### src/rtl/paralelo_serial_tx_pkg.sv
// Shared definitions for the serial link transmit side: character width,
// the COM sync/idle character and the transmitter state encoding.
package paralelo_serial_tx_pkg;

    localparam int BYTE_W = 8;
    localparam logic [BYTE_W-1:0] COM_CHAR = 8'hBC;

    typedef enum logic {
        SYNC = 1'b0,
        RUN  = 1'b1
    } tx_state_t;

endpackage

### src/rtl/paralelo_serial_tx_piso_byte.sv
// 8-bit parallel-in serial-out shift register, MSB first. Resets to the COM
// character so the line shows a valid sync bit as soon as reset asserts.
module piso_byte
    import paralelo_serial_tx_pkg::*;
(
    input  logic              clk,
    input  logic              reset,
    input  logic              load,
    input  logic [BYTE_W-1:0] din,
    output logic              dout
);

    logic [BYTE_W-1:0] shreg;

    always_ff @(posedge clk or posedge reset) begin
        if (reset) begin
            shreg <= COM_CHAR;
        end else if (load) begin
            shreg <= din;
        end else begin
            shreg <= {shreg[BYTE_W-2:0], 1'b0};
        end
    end

    assign dout = shreg[BYTE_W-1];

endmodule

### src/rtl/paralelo_serial_tx.sv
// Serial link transmitter: COM preamble after reset, then 32-bit words sent
// MSB-first one bit per clock, with COM as the idle character.
module paralelo_serial_tx
    import paralelo_serial_tx_pkg::*;
#(
    parameter int DATA_W     = 32,
    parameter int SYNC_COUNT = 4
) (
    input  logic              clk,
    input  logic              reset,
    input  logic [DATA_W-1:0] data_in,
    input  logic              valid_in,
    output logic              ready_out,
    output logic              data_out,
    output logic              active_tx
);

    localparam int LANES  = DATA_W / BYTE_W;
    localparam int IDX_W  = (LANES > 1) ? $clog2(LANES) : 1;
    localparam int SYNC_W = $clog2(SYNC_COUNT + 1);
    localparam int BIT_W  = $clog2(BYTE_W);

    tx_state_t         state, state_d;
    logic [SYNC_W-1:0] sync_cnt, sync_cnt_d;
    logic [BIT_W-1:0]  bit_cnt, bit_cnt_d;
    logic [IDX_W-1:0]  byte_idx, byte_idx_d;
    logic [DATA_W-1:0] hold, hold_d;
    logic              hold_full, hold_full_d;
    logic              boundary;
    logic              capture;
    logic              load;
    logic [BYTE_W-1:0] load_byte;

    assign boundary  = (bit_cnt == BIT_W'(BYTE_W - 1));
    assign ready_out = (state == RUN) && !hold_full;
    assign active_tx = (state == RUN);
    assign capture   = valid_in && ready_out;

    always_ff @(posedge clk or posedge reset) begin
        if (reset) begin
            state     <= SYNC;
            sync_cnt  <= '0;
            bit_cnt   <= '0;
            byte_idx  <= '0;
            hold      <= '0;
            hold_full <= 1'b0;
        end else begin
            state     <= state_d;
            sync_cnt  <= sync_cnt_d;
            bit_cnt   <= bit_cnt_d;
            byte_idx  <= byte_idx_d;
            hold      <= hold_d;
            hold_full <= hold_full_d;
        end
    end

    // Boundary decisions use pre-edge hold_full, so a word captured on a
    // boundary edge waits for the next one. Capture never coincides with the
    // byte-3 clear because ready_out is low while hold_full is set.
    always_comb begin
        state_d     = state;
        sync_cnt_d  = sync_cnt;
        bit_cnt_d   = bit_cnt + BIT_W'(1);
        byte_idx_d  = byte_idx;
        hold_d      = hold;
        hold_full_d = hold_full;
        load        = 1'b0;
        load_byte   = COM_CHAR;

        if (boundary) begin
            load = 1'b1;
            case (state)
                SYNC: begin
                    sync_cnt_d = sync_cnt + SYNC_W'(1);
                    if (sync_cnt == SYNC_W'(SYNC_COUNT - 1)) begin
                        state_d = RUN;
                    end
                end
                RUN: begin
                    if (hold_full) begin
                        load_byte  = hold[(DATA_W - 1 - BYTE_W * int'(byte_idx)) -: BYTE_W];
                        byte_idx_d = byte_idx + IDX_W'(1);
                        if (byte_idx == IDX_W'(LANES - 1)) begin
                            byte_idx_d  = '0;
                            hold_full_d = 1'b0;
                        end
                    end
                end
                default: state_d = SYNC;
            endcase
        end

        if (capture) begin
            hold_d      = data_in;
            hold_full_d = 1'b1;
        end
    end

    piso_byte u_piso_byte (
        .clk   (clk),
        .reset (reset),
        .load  (load),
        .din   (load_byte),
        .dout  (data_out)
    );

endmodule

### config.mk
export PLATFORM = sky130hd
export DESIGN_NAME = paralelo_serial_tx
export DESIGN_NICKNAME = d
export VERILOG_FILES = /design/src/rtl/paralelo_serial_tx_pkg.sv /design/src/rtl/paralelo_serial_tx_piso_byte.sv /design/src/rtl/paralelo_serial_tx.sv
export SDC_FILE = /design/constraint.sdc
export NUM_CORES = 1
export LEC_CHECK = 0
export BUFFER_PORTS_ARGS = -buffer_cell sky130_fd_sc_hd__buf_2
export CAP_MARGIN = 20
export CORE_MARGIN = 1.5
export CORE_UTILIZATION = 50
export DETAILED_ROUTE_END_ITERATION = 7
export PLACE_DENSITY = 0.79
export SKIP_LAST_GASP = 1
export SLEW_MARGIN = 20
export SYNTH_ARGS = -nofsm -noshare
export SYNTH_HDL_FRONTEND = slang
export SYNTH_SLANG_ARGS = --single-unit
### constraint.sdc
create_clock -name clk -period 4.85 [get_ports clk]
set_clock_uncertainty 0.15 [all_clocks]
set_input_delay 0.485 -clock clk [delete_from_list [all_inputs] [get_ports clk]]
set_output_delay 0.485 -clock clk [all_outputs]
set_load 0.005 [all_outputs]
==> results.json <==
{
  "io_pins": 38,
  "p_comb_frac": 0.094,
  "dieHeight_um": 68.2,
  "power.total_w": 0.000772,
  "cts_tree": "yes",
  "grt_pass1_vias": 1254,
  "crit_chain": "ha_1 > ha_1 > and3_1 > mux2_2",
  "routedWlPerCell_um": 15.9,
  "wl_um": 3440,
  "max_stage_delay_ns": 0.37,
  "hold_viol": 0,
  "crit_buf_inv": 0,
  "gr-usage-all-layers": 0.175,
  "num_vias": 1154,
  "period_minus_slack_ns": 1.86,
  "via_per_inst": 5.34,
  "grt_pass1_wl_um": 5690,
  "fmax_ghz": 0.538,
  "dieArea_sq_mm": 0.00465,
  "final_cell_count_no_fill": 216,
  "synthXorXnorAreaFrac": 0.00412,
  "ir_drop_mv": 0.235,
  "setup_viol": 0,
  "area_growth_pct": 12.8,
  "grt_start_max_net_pins": 51,
  "regArea_sq_mm": 0.00126,
  "leakage_nw": 1.15,
  "die_x_um": 68.2,
  "p_sw_w": 0.000166,
  "antenna_found_initial": 0,
  "firstDrtPassIters": 4,
  "powerDensity_mw_per_mm2": 322,
  "dpl.cell_count": 208,
  "tns_ns": 0,
  "path_common_cell": "ha_1",
  "relSlewSlack": 0.465,
  "start_util": 0.524,
  "overflow": 0,
  "final_common_cell": "dfrtp_1",
  "tightest_slew_ns": 0.802,
  "cp_slowest_cell": "dfrtp_1",
  "post_cts_buffers": 0,
  "startpoint_type": "flop",
  "cts.sinks": 50,
  "synth_fa_ha_area_frac": 0.0294,
  "holdCritPathClass": "input pin to async pin",
  "fin_crit_sh": 0.383,
  "synth_flop_cell": "dfrtp_1",
  "synthMuxAreaShare": 0.276,
  "clk_latency_ns": 0.30,
  "fin_nets": 205,
  "critPathTopFamily": "adder cells",
  "fin_area_sq_mm": 0.00240,
  "cp-end-kind": "flop",
  "cts-root-buf": "clkbuf_8",
  "synth.distinct_cells": 26,
  "gp_congestion": 0.724,
  "place_ws_ns": 3.01,
  "diodes": 0,
  "htree_levels": 2,
  "outcome": "completed",
  "finalMaxSlewViolations": 0,
  "clk_path_buf_depth": 2,
  "post-dp-hpwl_um": 2540,
  "post_cts_resized": 0,
  "synth_area_sq_mm": 0.00213,
  "max_cap_violations": 0,
  "synth-seq-cells": 50,
  "seqPwrFrac": 0.616,
  "postRouteAntennaNets": 0,
  "synth_edf_count": 0,
  "ctsHoldBuffers": 0,
  "route.detailed.drc": 0,
  "synth-simple-area-share": 0.0253,
  "ys_warn_count": 0,
  "drt-initial-drc-count": 37,
  "internal_power_w": 0.000606,
  "p_clk_frac": 0.290,
  "synthCells": 129,
  "setup.worst_path.class": "flop to flop",
  "io_buffers": 37,
  "cts_buffers": 5,
  "crit_required_ns": 4.88,
  "placed_area_sq_mm": 0.00232,
  "fin_ws_ns": 2.99,
  "crit_arrival_ns": 1.89,
  "synthesis.nets": 169,
  "p_sw_frac": 0.215,
  "synth_top_family_by_area": "multiplexers",
  "async_reset_ff_frac": 1.00,
  "rsz0062_at_grt": "no",
  "worstPathMaxFanout": 11,
  "final_cell_mix": "45 x dfrtp_1, 37 x buf_2, 32 x mux2_2",
  "multi_input_area_sq_um": 796,
  "clk_pin_slew_ns": 0.08,
  "synth.avg_cell_area_sq_um": 16.5,
  "coreArea_sq_mm": 0.00406,
  "seq_area_frac_synth": 0.591,
  "drive_gt1_frac": 0.542,
  "fillers": 310,
  "synth-compound-area-share": 0.0388,
  "std_cell_rows": 23
}
cell families after synthesis:
kind of cell	Yosys count
AND/OR/NAND/NOR	7
XOR/XNOR	1
buffers and inverters	12
adder cells (fa/ha/maj)	5
flip-flops	50
AO/OA/AOI/OAI	10
multiplexers	44
synth_stat cells, types with 2 or more instances:
master	number	area share
inv_1	4	0.0071
a22o_1	2	0.0082
o22a_1	5	0.021
buf_6	2	0.011
mux4_2	7	0.074
buf_2	2	0.0047
buf_4	3	0.011
dfrtp_1	45	0.53
dfstp_2	5	0.062
mux2_1	3	0.016
mux2_2	32	0.17
ha_1	5	0.029
worst paths after layout:
path / from / end / slack (ns) / cells after the start
worst max-delay path: bit_cnt[0] / byte_idx[0] / 2.99 / 4
max in group asynchronous: reset / hold[4] / 3.91 / 2
min in group clk: data_in[16] / hold[16] / 0.24 / 2
worst max register to register: bit_cnt[0] / byte_idx[0] / 2.99 / 4
worst min register to register: bit_cnt[0] / bit_cnt[0] / 0.30 / 1
worst min-delay path: reset / sync_cnt[0] / 0.16 / 2
metrics by stage:
step	hold slack [ns]	utilization
finish	0.162	0.591
global route	0.225	0.591
CTS	0.238	0.591
detailed placement	0.285	0.571
global placement	0.262	0.571
floorplan	0.251	-
power by group through the flow:
stage	Clock, W	Combinational, W	Sequential (W)
after floorplan	0	0.0000520	0.000476
after global placement	0	0.0000697	0.000481
after detailed placement	0	0.0000743	0.000485
after CTS	0.000232	0.0000745	0.000476
after global routing	0.000250	0.0000808	0.000481
final	0.000224	0.0000724	0.000476
sequential cells by signal (all words and copies together), names as in the netlist:
name,flops
active_tx,1
byte_idx,2
hold,32
bit_cnt,3
sync_cnt,3
u_piso_byte.shreg,8
hold_full,1
metal layers:
metal,vias up,wire [um],GRT usage
met4,0,68,0.0800
met5,-,0,0
met2,30,1840,0.297
met3,9,158,0.0477
li1,537,-,-
met1,578,1380,0.207
area by class of cell:
type / instances / area share
multi-input combinational: 67 / 0.332
clock inverter: 2 / 0.00417
clock buffer: 6 / 0.0302
inverter: 4 / 0.00678
tap: 50 / 0.0261
timing repair buffer: 37 / 0.0772
sequential: 50 / 0.524
No activity file was read; power rests on OpenSTA's default activity.
